--- config.mk ---
export PLATFORM = sky130hd
export DESIGN_NAME = vga_render_pipe_flat
export DESIGN_NICKNAME = d
export VERILOG_FILES = /design/src/rtl/vga_render_pkg.sv /design/src/rtl/vga_render_pipe_if.sv /design/src/rtl/vga_render_pipe_obs_hit_unit.sv /design/src/rtl/vga_render_pipe.sv /design/src/flat_wrapper.sv
export SDC_FILE = /design/constraint.sdc
export NUM_CORES = 1
export LEC_CHECK = 0
export ABC_AREA = 0
export CORE_UTILIZATION = 25
export DETAILED_ROUTE_END_ITERATION = 12
export MAX_ROUTING_LAYER = met4
export SLEW_MARGIN = 20
export SYNTH_ARGS = -nofsm -noshare
export SYNTH_HDL_FRONTEND = slang
export SYNTH_SLANG_ARGS = --single-unit
--- constraint.sdc ---
create_clock -name clk -period 2.3 [get_ports clk]
set_input_delay 0.46 -clock clk [delete_from_list [all_inputs] [get_ports clk]]
set_output_delay 0.46 -clock clk [all_outputs]
set_load 0.005 [all_outputs]
--- src/rtl/vga_render_pkg.sv ---
`default_nettype none
// ============================================================================
// Module : vga_render_pkg
// Brief  : Shared mode codes, colours, field widths and pipeline record for
//          the VGA render pipeline.
// Rev    : 1.0  initial release
// ============================================================================
package vga_render_pkg;

  typedef enum logic [1:0] {
    MODE_INIT  = 2'b00,
    MODE_RUN   = 2'b01,
    MODE_PAUSE = 2'b10,
    MODE_OVER  = 2'b11
  } mode_t;

  localparam logic [11:0] BLACK  = 12'h000;
  localparam logic [11:0] GREEN  = 12'h0F0;
  localparam logic [11:0] WHITE  = 12'hFFF;
  localparam logic [11:0] YELLOW = 12'hFF0;
  localparam logic [11:0] RED    = 12'hF00;
  localparam logic [11:0] ORANGE = 12'hF70;
  localparam logic [11:0] BLUE   = 12'h00F;

  localparam int OBS_X_W = 20;
  localparam int OBS_Y_W = 18;

  // Everything stage 2 needs to pick a colour, captured with the pixel so a
  // snapshot change between stages cannot affect a pixel already in flight.
  typedef struct packed {
    logic  valid;
    logic  top;
    logic  player;
    logic  obs;
    mode_t mode;
    logic  blink;
  } stage1_t;

endpackage
`default_nettype wire

--- src/rtl/vga_render_pipe_if.sv ---
`default_nettype none
// ============================================================================
// Module : vga_render_pipe_if
// Brief  : Pixel/game-state inputs and RGB outputs of the render pipeline.
// Rev    : 1.0  initial release
// ============================================================================
interface vga_render_pipe_if #(
  parameter int N_OBS = 10
);
  logic [9:0]           pix_x;
  logic [8:0]           pix_y;
  logic                 pix_valid;
  logic                 frame_start;
  logic [1:0]           gamemode;
  logic [8:0]           player_y;
  logic [N_OBS*20-1:0]  obstacle_x;
  logic [N_OBS*18-1:0]  obstacle_y;
  logic [11:0]          rgb;
  logic                 rgb_valid;

  modport master (
    output pix_x, pix_y, pix_valid, frame_start, gamemode, player_y,
           obstacle_x, obstacle_y,
    input  rgb, rgb_valid
  );

  modport slave (
    input  pix_x, pix_y, pix_valid, frame_start, gamemode, player_y,
           obstacle_x, obstacle_y,
    output rgb, rgb_valid
  );
endinterface
`default_nettype wire

--- src/rtl/vga_render_pipe_obs_hit_unit.sv ---
`default_nettype none
// ============================================================================
// Module : obs_hit_unit
// Brief  : Combinational hit test of one pixel against one obstacle slot.
// Rev    : 1.0  initial release
// ============================================================================
module obs_hit_unit (
  input  logic [9:0] x,
  input  logic [8:0] y,
  input  logic [9:0] left,
  input  logic [9:0] right,
  input  logic [8:0] top,
  input  logic [8:0] bottom,
  output logic       hit
);
  logic empty;

  // Degenerate slot marks an unused entry; inverted ranges fail the compare.
  always_comb begin
    empty = (left == right) && (top == bottom);
    hit   = !empty && (x >= left) && (x < right) && (y >= top) && (y < bottom);
  end
endmodule
`default_nettype wire

--- src/rtl/vga_render_pipe.sv ---
`default_nettype none
// ============================================================================
// Module : vga_render_pipe
// Brief  : Two-stage pixel colour generator with per-frame game-state
//          snapshot and frame-counted blink for pause / game-over.
// Rev    : 1.0  initial release
// ============================================================================
module vga_render_pipe
  import vga_render_pkg::*;
#(
  parameter int N_OBS        = 10,
  parameter int PLAYER_X     = 160,
  parameter int PLAYER_SIZE  = 40,
  parameter int UPPER_BOUND  = 40,
  parameter int BLINK_FRAMES = 16
) (
  input  logic               clk,
  input  logic               rst_n,
  vga_render_pipe_if.slave   bus
);
  localparam logic [10:0] PX_LO = 11'(PLAYER_X);
  localparam logic [10:0] PX_HI = 11'(PLAYER_X + PLAYER_SIZE);

  mode_t                sh_mode;
  logic [8:0]           sh_py;
  logic [N_OBS*20-1:0]  sh_ox;
  logic [N_OBS*18-1:0]  sh_oy;
  logic [7:0]           frame_cnt;
  logic                 blink;

  logic [N_OBS-1:0]     obs_hits;
  logic                 player_hit;
  logic                 top_band;
  logic [9:0]           py_end;
  stage1_t              s1;
  logic [11:0]          colour;
  logic [11:0]          bg;

  // Snapshot game state and advance the blink counter once per frame.
  always_ff @(posedge clk) begin
    if (!rst_n) begin
      sh_mode   <= MODE_INIT;
      sh_py     <= '0;
      sh_ox     <= '0;
      sh_oy     <= '0;
      frame_cnt <= '0;
      blink     <= 1'b0;
    end else if (bus.frame_start) begin
      sh_mode <= mode_t'(bus.gamemode);
      sh_py   <= bus.player_y;
      sh_ox   <= bus.obstacle_x;
      sh_oy   <= bus.obstacle_y;
      if (bus.gamemode != sh_mode) begin
        frame_cnt <= '0;
        blink     <= 1'b0;
      end else if (frame_cnt == 8'(BLINK_FRAMES - 1)) begin
        frame_cnt <= '0;
        blink     <= ~blink;
      end else begin
        frame_cnt <= frame_cnt + 8'd1;
      end
    end
  end

  generate
    for (genvar i = 0; i < N_OBS; i++) begin : g_obs
      obs_hit_unit u_hit (
        .x      (bus.pix_x),
        .y      (bus.pix_y),
        .left   (sh_ox[i*OBS_X_W +: 10]),
        .right  (sh_ox[i*OBS_X_W + 10 +: 10]),
        .top    (sh_oy[i*OBS_Y_W +: 9]),
        .bottom (sh_oy[i*OBS_Y_W + 9 +: 9]),
        .hit    (obs_hits[i])
      );
    end
  endgenerate

  // Player square and top-band tests; py end is 10 bits so it never wraps.
  always_comb begin
    py_end     = {1'b0, sh_py} + 10'(PLAYER_SIZE);
    player_hit = ({1'b0, bus.pix_x} >= PX_LO) && ({1'b0, bus.pix_x} < PX_HI) &&
                 (bus.pix_y >= sh_py) && ({1'b0, bus.pix_y} < py_end);
    top_band   = ({1'b0, bus.pix_y} <= 10'(UPPER_BOUND));
  end

  // Stage 1: register hit results together with the frame's mode and blink.
  always_ff @(posedge clk) begin
    if (!rst_n) begin
      s1 <= '{valid: 1'b0, top: 1'b0, player: 1'b0, obs: 1'b0,
              mode: MODE_INIT, blink: 1'b0};
    end else begin
      s1.valid  <= bus.pix_valid;
      s1.top    <= top_band;
      s1.player <= player_hit;
      s1.obs    <= |obs_hits;
      s1.mode   <= sh_mode;
      s1.blink  <= blink;
    end
  end

  // Colour priority: invalid/top band black, init green, player, obstacle, bg.
  always_comb begin
    case (s1.mode)
      MODE_RUN:   bg = WHITE;
      MODE_PAUSE: bg = YELLOW;
      MODE_OVER:  bg = RED;
      default:    bg = GREEN;
    endcase
    colour = bg;
    if (!s1.valid || s1.top) begin
      colour = BLACK;
    end else if (s1.mode == MODE_INIT) begin
      colour = GREEN;
    end else if (s1.player) begin
      case (s1.mode)
        MODE_PAUSE: colour = s1.blink ? bg : BLUE;
        MODE_OVER:  colour = s1.blink ? WHITE : BLUE;
        default:    colour = BLUE;
      endcase
    end else if (s1.obs) begin
      colour = ORANGE;
    end
  end

  // Stage 2: register the final colour and its valid.
  always_ff @(posedge clk) begin
    if (!rst_n) begin
      bus.rgb       <= BLACK;
      bus.rgb_valid <= 1'b0;
    end else begin
      bus.rgb       <= colour;
      bus.rgb_valid <= s1.valid;
    end
  end

endmodule
`default_nettype wire

--- src/flat_wrapper.sv ---
// flat-port wrapper written by rule: the top's interface ports become plain ports
module vga_render_pipe_flat import vga_render_pkg::*;
#(
  parameter int N_OBS        = 10,
  parameter int PLAYER_X     = 160,
  parameter int PLAYER_SIZE  = 40,
  parameter int UPPER_BOUND  = 40,
  parameter int BLINK_FRAMES = 16
)
  (clk, rst_n, bus_pix_x, bus_pix_y, bus_pix_valid, bus_frame_start, bus_gamemode, bus_player_y, bus_obstacle_x, bus_obstacle_y, bus_rgb, bus_rgb_valid);
  vga_render_pipe_if #(.N_OBS(N_OBS)) bus_i ();
  input  logic clk;
  input  logic rst_n;
  input wire logic [$bits(bus_i.pix_x)-1:0] bus_pix_x;
  input wire logic [$bits(bus_i.pix_y)-1:0] bus_pix_y;
  input wire logic [$bits(bus_i.pix_valid)-1:0] bus_pix_valid;
  input wire logic [$bits(bus_i.frame_start)-1:0] bus_frame_start;
  input wire logic [$bits(bus_i.gamemode)-1:0] bus_gamemode;
  input wire logic [$bits(bus_i.player_y)-1:0] bus_player_y;
  input wire logic [$bits(bus_i.obstacle_x)-1:0] bus_obstacle_x;
  input wire logic [$bits(bus_i.obstacle_y)-1:0] bus_obstacle_y;
  output wire logic [$bits(bus_i.rgb)-1:0] bus_rgb;
  output wire logic [$bits(bus_i.rgb_valid)-1:0] bus_rgb_valid;
  assign bus_i.pix_x = bus_pix_x;
  assign bus_i.pix_y = bus_pix_y;
  assign bus_i.pix_valid = bus_pix_valid;
  assign bus_i.frame_start = bus_frame_start;
  assign bus_i.gamemode = bus_gamemode;
  assign bus_i.player_y = bus_player_y;
  assign bus_i.obstacle_x = bus_obstacle_x;
  assign bus_i.obstacle_y = bus_obstacle_y;
  assign bus_rgb = bus_i.rgb;
  assign bus_rgb_valid = bus_i.rgb_valid;
  vga_render_pipe #(.N_OBS(N_OBS), .PLAYER_X(PLAYER_X), .PLAYER_SIZE(PLAYER_SIZE), .UPPER_BOUND(UPPER_BOUND), .BLINK_FRAMES(BLINK_FRAMES)) u_core (.clk(clk), .rst_n(rst_n), .bus(bus_i));
endmodule
==> metrics.txt <==
Max VDD drop 428.4 µV; Seq/Total Area, Yosys 32.40%; GR Overflow Total 0; ys async rst share 0%; via/cell ratio 4.465; Synth top cells by count nor2_1, dfxtp_1, mux2i_1; Port Buffers 426; Mapped Cells 2831; # IOs 427; core area 0.1004 mm²; CP Capture Type register; slew margin rel. 58.38%; most heavily used metal layer in global routing met2; Max-cap violations 0; post-synthesis adder-cell area fraction 18.53%; CTS tree built; minimum clock period 2.578 ns; crit start category register; DRC Markers 0; Post-DP HPWL 77900 µm; clk_lat worst skew 0.61 ns; simple-gate area share of the yosys netlist 11.50%; Achievable Freq 388.0 MHz; Fin Clk Skew 0.01119 ns; M3 GR Usage 3.551%; GRT Total Usage 18.53%; CP endpoint u_core.s1[3]$_SDFF_PN0_; Post-synth EDFFs 0; Synth Register Bits 412; first-pass GRT wire length 137400 µm; Worst-path clk slew 0.06 ns; die span in y 321.1 µm; initial antenna violation count 17; Critical Path Source u_core.sh_oy[160]$_SDFFE_PN0P_; num rows 116; final setup fails 1; r2r endpoint u_core.s1[3]$_SDFF_PN0_; Unique masters post-synth 54; Synth Area in Compound Gates 8.316%; vias in the first global route 21910; data required time of the worst path 2.84 ns; Pre-antenna DRT Iters 5; Power Dens Cells 606.4 mW/mm²; final hold violations 0; fin. max-slew vios 0; RSZ-0062 raised after global routing true; status complete, but fails checks; register-to-register setup slack -0.28 ns; grt met1 use 22.75%; failing checks negative setup slack; Hold Path Class input pin to register; CTS Hold Buffers Added 0; CTS Buf Count 50; CTS root buf clkbuf_16; pin count of the biggest net entering global routing 98; antenna viol nets, final 0; die width 321.1 µm; CP Max Fanout 2; Slew @ Worst Pin 0.6186 ns; Worst Path Arrival 3.11 ns; Synth Net Count 3622; Crit Path Class register to register; Initial Util 25.35%; Synth Flop Type dfxtp_1; wire per inst 19.29 µm; Initial DRC Count 1197; Hold Slack 0.3452 ns; Yosys warning count 0; Synth area leader dfxtp_1; fraction of layout cells with a size suffix above 1 11.65%; fin cells 4905; CTS H-tree lvls 2; detailed-route wire length 94620 µm; Tcrit/Tclk final 112.1%; area grow syn2layout 39.91%; met2 global-route usage 29.83%; reg-to-reg startpoint u_core.sh_oy[160]$_SDFFE_PN0P_; Synth top area share 32.40%; dpl cells 4800; Syn Area/Cell 8.993 µm²; Total Nets Final 4287; GP Congestion 0.8939; reg2reg path depth 10; Die ar. 0.1031 mm²; via count 21900; Leak Pwr 15.52 nW; mux share of post-synthesis cell area 15.41%; clock sinks 412; Setup WS post-layout -0.2776 ns; Syn Std Cell Area 0.02546 mm²; top cells by area, synth dfxtp_1, ha_1, mux2i_1; most frequent cell after synthesis nor2_1; Max clock buf depth 3; largest family of logic cells by synthesized area adder cells; Synth Area in XOR/XNOR 6.984%
==> critical path, cell delays in order, from the launching register on <==
cell and delay (ns):
dfxtp_1 0.33, inv_1 0.06, ha_1 0.29, a21o_1 0.19, a22oi_2 0.24, o311ai_4 0.14
nor4b_2 0.28, o31ai_1 0.12, o211ai_1 0.50, nor4_4 0.11, a41oi_2 0.22
==> sequential cells by signal, indices dropped and copies added, names as in the netlist <==
register / cells
u_core.bus.rgb: 4
u_core.frame_cnt: 8
u_core.sh_py: 9
u_core.s1: 7
u_core.blink: 1
u_core.sh_oy: 180
u_core.bus.rgb_valid: 1
u_core.sh_mode: 2
u_core.sh_ox: 200
==> cell usage in the layout (no fill, tap or decap), types with 5 or more instances in the layout <==
master           synthesis  final
nand2_1                 46     45
o21a_1                   9      9
a21oi_1                 93     91
or3_1                    5      5
nand2b_1                25     25
a21boi_0                11     11
xor2_1                  43     43
o21ai_1                  3      9
o21ai_0                 67     61
inv_1                  360    357
o2111ai_1               12     12
dfxtp_2                  0      6
nor2b_1                 13     13
clkbuf_8                 0      6
mux2i_1                392    392
nor3_1                  11     10
nand3_1                 20     20
diode_2                  0     13
buf_4                    8    240
o211ai_1                17     17
clkbuf_1                54     12
buf_12                   0     40
nand4_1                 67     67
clkbuf_16                0     53
a2111oi_0               10      7
a21o_1                  38     38
buf_2                    1     17
nor4_1                  29     25
clkdlybuf4s50_1          0    406
a211oi_1                30     28
clkinv_2                 0      6
and2_1                   6      6
xnor2_1                160    160
nor2_1                 430    430
ha_1                   377    376
a31oi_1                 10     10
dfxtp_1                412    406
bufinv_16                0     11
==> metal layers <==
layer	up-vias	routed length (µm)
met5	-	0
met4	0	3459
met3	150	5327
met2	546	44190
met1	10190	41640
li1	11010	-
==> where the power goes <==
| group | total (mW) | switching (mW) | internal (mW) |
|---|---|---|---|
| clock network | 8.95 | 3.32 | 5.62 |
| logic | 4.64 | 2.18 | 2.46 |
| registers | 8.02 | 0.454 | 7.56 |
| total | 21.6 | 5.96 | 15.6 |
==> timing repair <==
action / 4_1_cts / 5_1_grt
pin swaps: 13 / 11
gates resized for setup: 27 / 15
endpoints found under the setup margin: 1 / 2
cloned: 0 / 0
buffers inserted: 1 / 0
==> final cells by class <==
| type | count | area, µm² |
|---|---|---|
| antenna | 13 | 32.53 |
| clock buffer | 71 | 1454 |
| inverter | 361 | 1370 |
| multi-input combinational | 1962 | 15610 |
| timing repair buffer | 709 | 6818 |
| tap | 1357 | 1698 |
| fill | 10340 | 64820 |
| sequential | 412 | 8255 |
| clock inverter | 20 | 386.6 |
==> cells by family after synthesis <==
| family | count (synthesis) |
|---|---|
| buf+inv | 457 |
| fa+ha+maj | 377 |
| xor+xnor | 203 |
| simple gates | 661 |
| mux | 392 |
| compound gates | 329 |
| flops | 412 |
==> per-stage QoR <==
stage               setup slack [ns]  utilization [%]  power [mW]  setup TNS, ns  instance area, µm²
floorplan                   0.005484                -       10.36              0               25470
global placement              -1.250            33.44       12.68         -1.751               33590
detailed placement            -1.276            33.44       12.74         -1.786               33590
CTS                          -0.2165            35.35       21.80        -0.2165               35510
global route                 -0.3739            35.46       22.65        -0.3739               35620
finish                       -0.2776            35.46       21.60        -0.2776               35620
==> worst min-delay path by stage <==
stage	start	to	slack, ns	cells past startpoint
after detailed placement	u_core.blink$_SDFFE_PN0P_	u_core.s1[0]$_SDFF_PN0_	0.49	1
after global routing	bus_frame_start	u_core.sh_ox[175]$_SDFFE_PN0P_	0.34	3
after global placement	u_core.blink$_SDFFE_PN0P_	u_core.s1[0]$_SDFF_PN0_	0.47	1
after floorplan	u_core.s1[6]$_SDFF_PN0_	u_core.bus.rgb_valid$_SDFF_PN0_	0.44	1
after CTS	bus_frame_start	u_core.sh_ox[71]$_SDFFE_PN0P_	0.30	3
final	bus_frame_start	u_core.sh_ox[71]$_SDFFE_PN0P_	0.35	3
Power figures use the tool's default switching activity.
